### src/rtl/add_pipe.sv
`default_nettype none
//==============================================================================
// Module   : add_pipe
// Brief    : Pipelined WIDTH-bit add/sub with N/Z/C/V flags and valid/ready
//            flow control. Saturation enabled by ADD_PIPE_SATURATE_EN.
// Revision : 1.0 - initial release
//==============================================================================
module add_pipe #(
  parameter int WIDTH  = 32,
  parameter int STAGES = 2
) (
  input  logic             clk,
  input  logic             reset,
  input  logic             in_valid,
  output logic             in_ready,
  input  logic [WIDTH-1:0] data1,
  input  logic [WIDTH-1:0] data2,
  input  logic [1:0]       op,
  input  logic             cin,
`ifdef ADD_PIPE_SATURATE_EN
  input  logic             sat,
`endif
  output logic             out_valid,
  input  logic             out_ready,
  output logic [WIDTH-1:0] result,
  output logic             n,
  output logic             z,
  output logic             c,
  output logic             v
);

  localparam int c_seg_w = WIDTH / STAGES;

  // Per-stage inputs; entry k is what stage k consumes this cycle.
  logic             w_vld_in [STAGES];
  logic [WIDTH-1:0] w_a_in   [STAGES];
  logic [WIDTH-1:0] w_b_in   [STAGES];
  logic [WIDTH-1:0] w_s_in   [STAGES];
  logic             w_c_in   [STAGES];
  logic             w_sat_in [STAGES];

  logic [WIDTH-1:0] w_s_nxt  [STAGES];
  logic             w_co     [STAGES];
  logic             w_vld_q  [STAGES];
  logic [STAGES-1:0] w_en;

  logic w_sat0;
`ifdef ADD_PIPE_SATURATE_EN
  assign w_sat0 = sat;
`else
  assign w_sat0 = 1'b0;
`endif

  // op[0] selects subtraction; op[1] takes the external carry.
  assign w_vld_in[0] = in_valid;
  assign w_a_in[0]   = data1;
  assign w_b_in[0]   = op[0] ? ~data2 : data2;
  assign w_s_in[0]   = '0;
  assign w_c_in[0]   = op[1] ? cin : op[0];
  assign w_sat_in[0] = w_sat0;

  always_comb begin : p_enable
    logic l_acc;
    w_en  = '0;
    l_acc = !w_vld_q[STAGES-1] || out_ready;
    w_en[STAGES-1] = l_acc;
    for (int k = STAGES - 2; k >= 0; k--) begin
      l_acc   = !w_vld_q[k] || l_acc;
      w_en[k] = l_acc;
    end
  end

  assign in_ready = w_en[0];

  for (genvar k = 0; k < STAGES; k++) begin : g_stage
    logic [c_seg_w:0]  w_seg;
    logic [WIDTH-1:0]  w_sum;

    assign w_seg = {1'b0, w_a_in[k][k*c_seg_w +: c_seg_w]}
                 + {1'b0, w_b_in[k][k*c_seg_w +: c_seg_w]}
                 + {{c_seg_w{1'b0}}, w_c_in[k]};

    always_comb begin
      w_sum = w_s_in[k];
      w_sum[k*c_seg_w +: c_seg_w] = w_seg[c_seg_w-1:0];
    end

    assign w_s_nxt[k] = w_sum;
    assign w_co[k]    = w_seg[c_seg_w];

    if (k < STAGES - 1) begin : g_mid
      logic             r_valid;
      logic [WIDTH-1:0] r_a;
      logic [WIDTH-1:0] r_b;
      logic [WIDTH-1:0] r_sum;
      logic             r_carry;
      logic             r_sat;

      always_ff @(posedge clk or posedge reset) begin
        if (reset) begin
          r_valid <= 1'b0;
          r_a     <= '0;
          r_b     <= '0;
          r_sum   <= '0;
          r_carry <= 1'b0;
          r_sat   <= 1'b0;
        end else if (w_en[k]) begin
          r_valid <= w_vld_in[k];
          if (w_vld_in[k]) begin
            r_a     <= w_a_in[k];
            r_b     <= w_b_in[k];
            r_sum   <= w_s_nxt[k];
            r_carry <= w_co[k];
            r_sat   <= w_sat_in[k];
          end
        end
      end

      assign w_vld_q[k]    = r_valid;
      assign w_vld_in[k+1] = r_valid;
      assign w_a_in[k+1]   = r_a;
      assign w_b_in[k+1]   = r_b;
      assign w_s_in[k+1]   = r_sum;
      assign w_c_in[k+1]   = r_carry;
      assign w_sat_in[k+1] = r_sat;
    end else begin : g_tail
      logic             r_valid;
      logic [WIDTH-1:0] r_result;
      logic             r_n;
      logic             r_z;
      logic             r_c;
      logic             r_v;
      logic             w_ovf;
      logic [WIDTH-1:0] w_res;

      // Overflow uses the effective operand B', so SUB/SBC need no special case.
      assign w_ovf = (w_a_in[k][WIDTH-1] == w_b_in[k][WIDTH-1])
                  && (w_s_nxt[k][WIDTH-1] != w_a_in[k][WIDTH-1]);

      always_comb begin
        w_res = w_s_nxt[k];
        if (w_sat_in[k] && w_ovf) begin
          w_res = w_a_in[k][WIDTH-1] ? {1'b1, {(WIDTH-1){1'b0}}}
                                     : {1'b0, {(WIDTH-1){1'b1}}};
        end
      end

      always_ff @(posedge clk or posedge reset) begin
        if (reset) begin
          r_valid  <= 1'b0;
          r_result <= '0;
          r_n      <= 1'b0;
          r_z      <= 1'b0;
          r_c      <= 1'b0;
          r_v      <= 1'b0;
        end else if (w_en[k]) begin
          r_valid <= w_vld_in[k];
          if (w_vld_in[k]) begin
            r_result <= w_res;
            r_n      <= w_res[WIDTH-1];
            r_z      <= (w_res == '0);
            r_c      <= w_co[k];
            r_v      <= w_ovf;
          end
        end
      end

      assign w_vld_q[k] = r_valid;
      assign out_valid  = r_valid;
      assign result     = r_result;
      assign n          = r_n;
      assign z          = r_z;
      assign c          = r_c;
      assign v          = r_v;
    end
  end

endmodule
`default_nettype wire

### config.mk
export PLATFORM = sky130hd
export DESIGN_NAME = add_pipe
export DESIGN_NICKNAME = d
export VERILOG_FILES = /design/src/rtl/add_pipe.sv
export SDC_FILE = /design/constraint.sdc
export NUM_CORES = 1
export LEC_CHECK = 0
export CAP_MARGIN = 20
export CORE_UTILIZATION = 57
export CTS_BUF_LIST = sky130_fd_sc_hd__clkbuf_8
export CTS_CLUSTER_DIAMETER = 150
export DETAILED_ROUTE_END_ITERATION = 6
export MAX_ROUTING_LAYER = met4
export PLACE_DENSITY = 0.86
export RECOVER_POWER = 25
export SYNTH_ARGS = -nofsm -noshare
export SYNTH_HDL_FRONTEND = slang
export SYNTH_SLANG_ARGS = --single-unit
### constraint.sdc
create_clock -name clk -period 4.4 [get_ports clk]
set_clock_uncertainty 0.1 [all_clocks]
set_input_delay 0.88 -clock clk [delete_from_list [all_inputs] [get_ports clk]]
set_output_delay 0.88 -clock clk [all_outputs]
set_load 0.02 [all_outputs]
==> flow_summary.ini <==
[run_status]
result_of_the_run = complete, but fails checks
violations_in_the_final_reports = max-capacitance violations, max-slew violations

[floorplan]
num_io_pins = 109
fp.dieH_um = 95.1
area_of_the_die_um2 = 9050
floorplan.rows = 33
die_width_um = 95.1
start_util = 0.596
floorplan.core_area_um2 = 8300

[critical_path]
crit_path_start_kind = input pin
timing_worst_setup_path_type = input pin to register
cp-end-kind = register
reg2reg_from = g_stage[0].g_mid.r_a[16]$_DFFE_PP0P_
reg2reg_setup_slack_ns = 1.24
worstRegToRegCells = 9
reg2reg_to = z$_DFFE_PP0P_
critPathMaxStageDelay_ns = 0.46
cp.required_ns = 4.53
crit_chain = clkdlybuf4s50_1, mux2_2, fa_1, fa_1, a211o_1, a21oi_1, o31ai_1, a211oi_2, o31ai_1, a211o_1, a41o_1
timing.critical_path.arrival_ns = 4.16
cp_max_fo = 3
crit_slowest_cell = sky130_fd_sc_hd__clkdlybuf4s50_1

[detailed_routing]
routed_wire_length_per_instance_um = 16.6
route.antenna.remaining_nets = 0
remaining_routing_drc_violations = 0
final_wl_mm = 11.4
first_pass_iters = 4
routed_via_count = 3959
drt-vias-per-instance = 5.79
drt-initial-drc-count = 137

[grt]
globalRouteOverflowTotal = 0
grt_pass1_vias = 3878
grt_first_pass_wirelength_mm = 18.8
antenna_violations_before_repair = 0
grt.total_usage = 0.279
grt_max_degree = 78

[synthesis]
seq_area_frac_synth = 0.435
mappedNetlistArea_um2 = 4940
synth-edff-count = 0
fraction_of_synthesized_area_in_multiplexers = 0.0979
synth-seq-cells = 86
yosys.cell_types.count = 54
synth_warnings = 0
syn-num-nets = 572
synth_xor_area_frac = 0.0992
main_combinational_cell_family_by_area_after_synthesis = compound AO/OA/AOI/OAI gates
adder_cell_fraction_of_synth_area = 0.0921
area_fraction_in_and_or_nand_and_nor_cells_after_synthesis = 0.114
synth_compound_gate_area_share = 0.141
yosys_most_used_dff = sky130_fd_sc_hd__dfrtp_1
syn_inst = 467
synth.avg_cell_area_um2 = 10.6
async_flop_share = 1.00

[timing]
totalNegativeSetupSlack_ns = 0
grt_setup_unrepaired = false
maxSlewHeadroom = -0.526
timing.hold.ws_ns = 0.380
period_minus_slack_ns = 4.03
final_min_period_over_clock_period = 0.916
slew_violations = 80
setup_viol = 0
worstMarginPinSlew_ns = 2.29
setup_ws_ns = 0.371
finalHoldViolations = 0
clock.fmax_ghz = 0.248

[worst_hold_path]
worst_hold_path_type = register to register
min_path_cells = 2
min_delay_worst_endpoint = result[27]$_DFFE_PP0P_
min_from = result[27]$_DFFE_PP0P_

[clock_network]
postCtsResizedCells = 0
clock_tree_from_tritoncts = built
postCtsHoldBufs = 0
insertion_delay_ns = 0.35
clockRootBuffer = sky130_fd_sc_hd__clkbuf_8
postCtsSetupRepairBufs = 0
numCtsBuffers = 9
clock_slew_at_the_register_clock_pins_of_the_worst_setup_and_hold_paths_ns = 0.08
cts_sinks = 86
cts_htree_levels = 3
cts_max_path_buffers = 2

[layout]
insertedDiodeCount = 0
postLayoutCellArea_um2 = 6340
layout_commonest_cell = sky130_fd_sc_hd__clkdlybuf4s50_1
area_growth_syn_to_layout_pct = 28.2
final_cell_mix = sky130_fd_sc_hd__clkdlybuf4s50_1 (105), sky130_fd_sc_hd__dfrtp_1 (86), sky130_fd_sc_hd__nand2_1 (51), sky130_fd_sc_hd__mux2_2 (43), sky130_fd_sc_hd__o21ai_0 (42)
num-nets-final = 679
final_layout_size_suffix_gt1_frac = 0.130
filler_cell_count = 555

[pwr]
p_leak_nw = 2.73
ir_drop_mv = 0.249
power_density_nw_per_um2 = 500

[placement]
portBuffers = 108
worst_setup_slack_after_placement_ns = 0.0592
detailed_place_hpwl_mm = 8.42
placed_area_um2 = 6140
place_congestion = 0.883

[run]
maxCapViolations = 2
## flip-flops by register name, summed over array words and instances, names as in the netlist
| name | cells |
|---|---|
| result | 32 |
| g_stage.g_mid.r_b | 16 |
| g_stage.g_mid.r_a | 16 |
| g_stage.g_mid.r_sum | 16 |
| z | 1 |
| g_stage.g_mid.r_carry | 1 |
| v | 1 |
| g_stage.g_mid.r_valid | 1 |
| out_valid | 1 |
| c | 1 |
## layout make-up
cell class | instances | area [um2] | area share
sequential | 86 | 2150 | 0.339
clock buffer | 11 | 151 | 0.0239
multi-input combinational | 355 | 2690 | 0.425
inverter | 9 | 35.0 | 0.00553
tap | 105 | 131 | 0.0207
clock inverter | 5 | 58.8 | 0.00928
timing repair buffer | 113 | 1120 | 0.176
## cells in the mapped netlist (all sizes together), types with 2 or more instances
master | count | share of area
nor3 | 9 | 0.0091
a211oi | 8 | 0.014
mux2 | 43 | 0.098
and3 | 6 | 0.0086
nand4 | 2 | 0.0025
nand3 | 6 | 0.0061
a21oi | 17 | 0.017
fa | 4 | 0.016
nor4 | 4 | 0.0051
o21bai | 2 | 0.0030
o21ai | 44 | 0.045
or2 | 3 | 0.0038
a21o | 5 | 0.0078
buf | 2 | 0.0023
o21a | 5 | 0.0076
clkbuf | 15 | 0.011
inv | 9 | 0.0068
xor2 | 29 | 0.051
ha | 30 | 0.076
nor2 | 10 | 0.0076
a211o | 4 | 0.0071
or3 | 7 | 0.0089
dfrtp | 86 | 0.44
nand2b | 5 | 0.0063
nor3b | 2 | 0.0030
nor2b | 3 | 0.0038
nand2 | 52 | 0.039
o31ai | 8 | 0.013
o41ai | 2 | 0.0035
xnor2 | 27 | 0.048
## stage by stage
step           std cells  power, W  utilization
6_report             684   0.00317        0.764
5_1_grt              684   0.00337        0.764
4_1_cts              684   0.00318        0.765
3_5_place_dp         668   0.00259        0.739
3_3_place_gp         668   0.00254        0.739
2_1_floorplan        467   0.00203            -
## critical path, delay by kind of cell
kind	cells	cell delay, ns
fa+ha+maj	2	0.89
buf+inv	1	0.46
mux	1	0.34
compound gates	7	1.59
## how the worst max path moves through the flow
stage          start                                endpoint  slack, ns  depth (start not counted)
6_report       op[1]  g_stage[0].g_mid.r_sum[14]$_DFFE_PP0P_       0.37                         11
5_1_grt        reset    g_stage[0].g_mid.r_a[30]$_DFFE_PP0P_       0.26                          3
4_1_cts        op[1]  g_stage[0].g_mid.r_sum[14]$_DFFE_PP0P_       0.41                         11
3_5_place_dp   op[1]  g_stage[0].g_mid.r_sum[14]$_DFFE_PP0P_       0.06                         11
3_3_place_gp   op[1]  g_stage[0].g_mid.r_sum[14]$_DFFE_PP0P_       0.16                         11
2_1_floorplan  op[0]  g_stage[0].g_mid.r_sum[14]$_DFFE_PP0P_       0.25                         12
## per-layer routing
layer | global-route usage | vias up | share of wire
li1 | - | 1885 | -
met1 | 0.355 | 1918 | 0.43
met2 | 0.449 | 136 | 0.49
met3 | 0.0478 | 20 | 0.059
met4 | 0.0972 | 0 | 0.020
met5 | - | - | 0
## logic make-up (layout without fill, tap and decap cells)
logic type,after synthesis,count (layout)
AO/OA/AOI/OAI,107,107
XOR/XNOR,56,56
adder cells (fa/ha/maj),34,34
buffers and inverters,26,138
flip-flops,86,86
multiplexers,43,43
AND/OR/NAND/NOR,115,115
## power breakdown
| part | switching [W] | total [W] | internal (W) |
|---|---|---|---|
| sequential | 0.000150 | 0.00117 | 0.00102 |
| combinational | 0.000718 | 0.00142 | 0.000697 |
| clock | 0.000285 | 0.000579 | 0.000294 |
No activity file was read; power rests on OpenSTA's default activity.
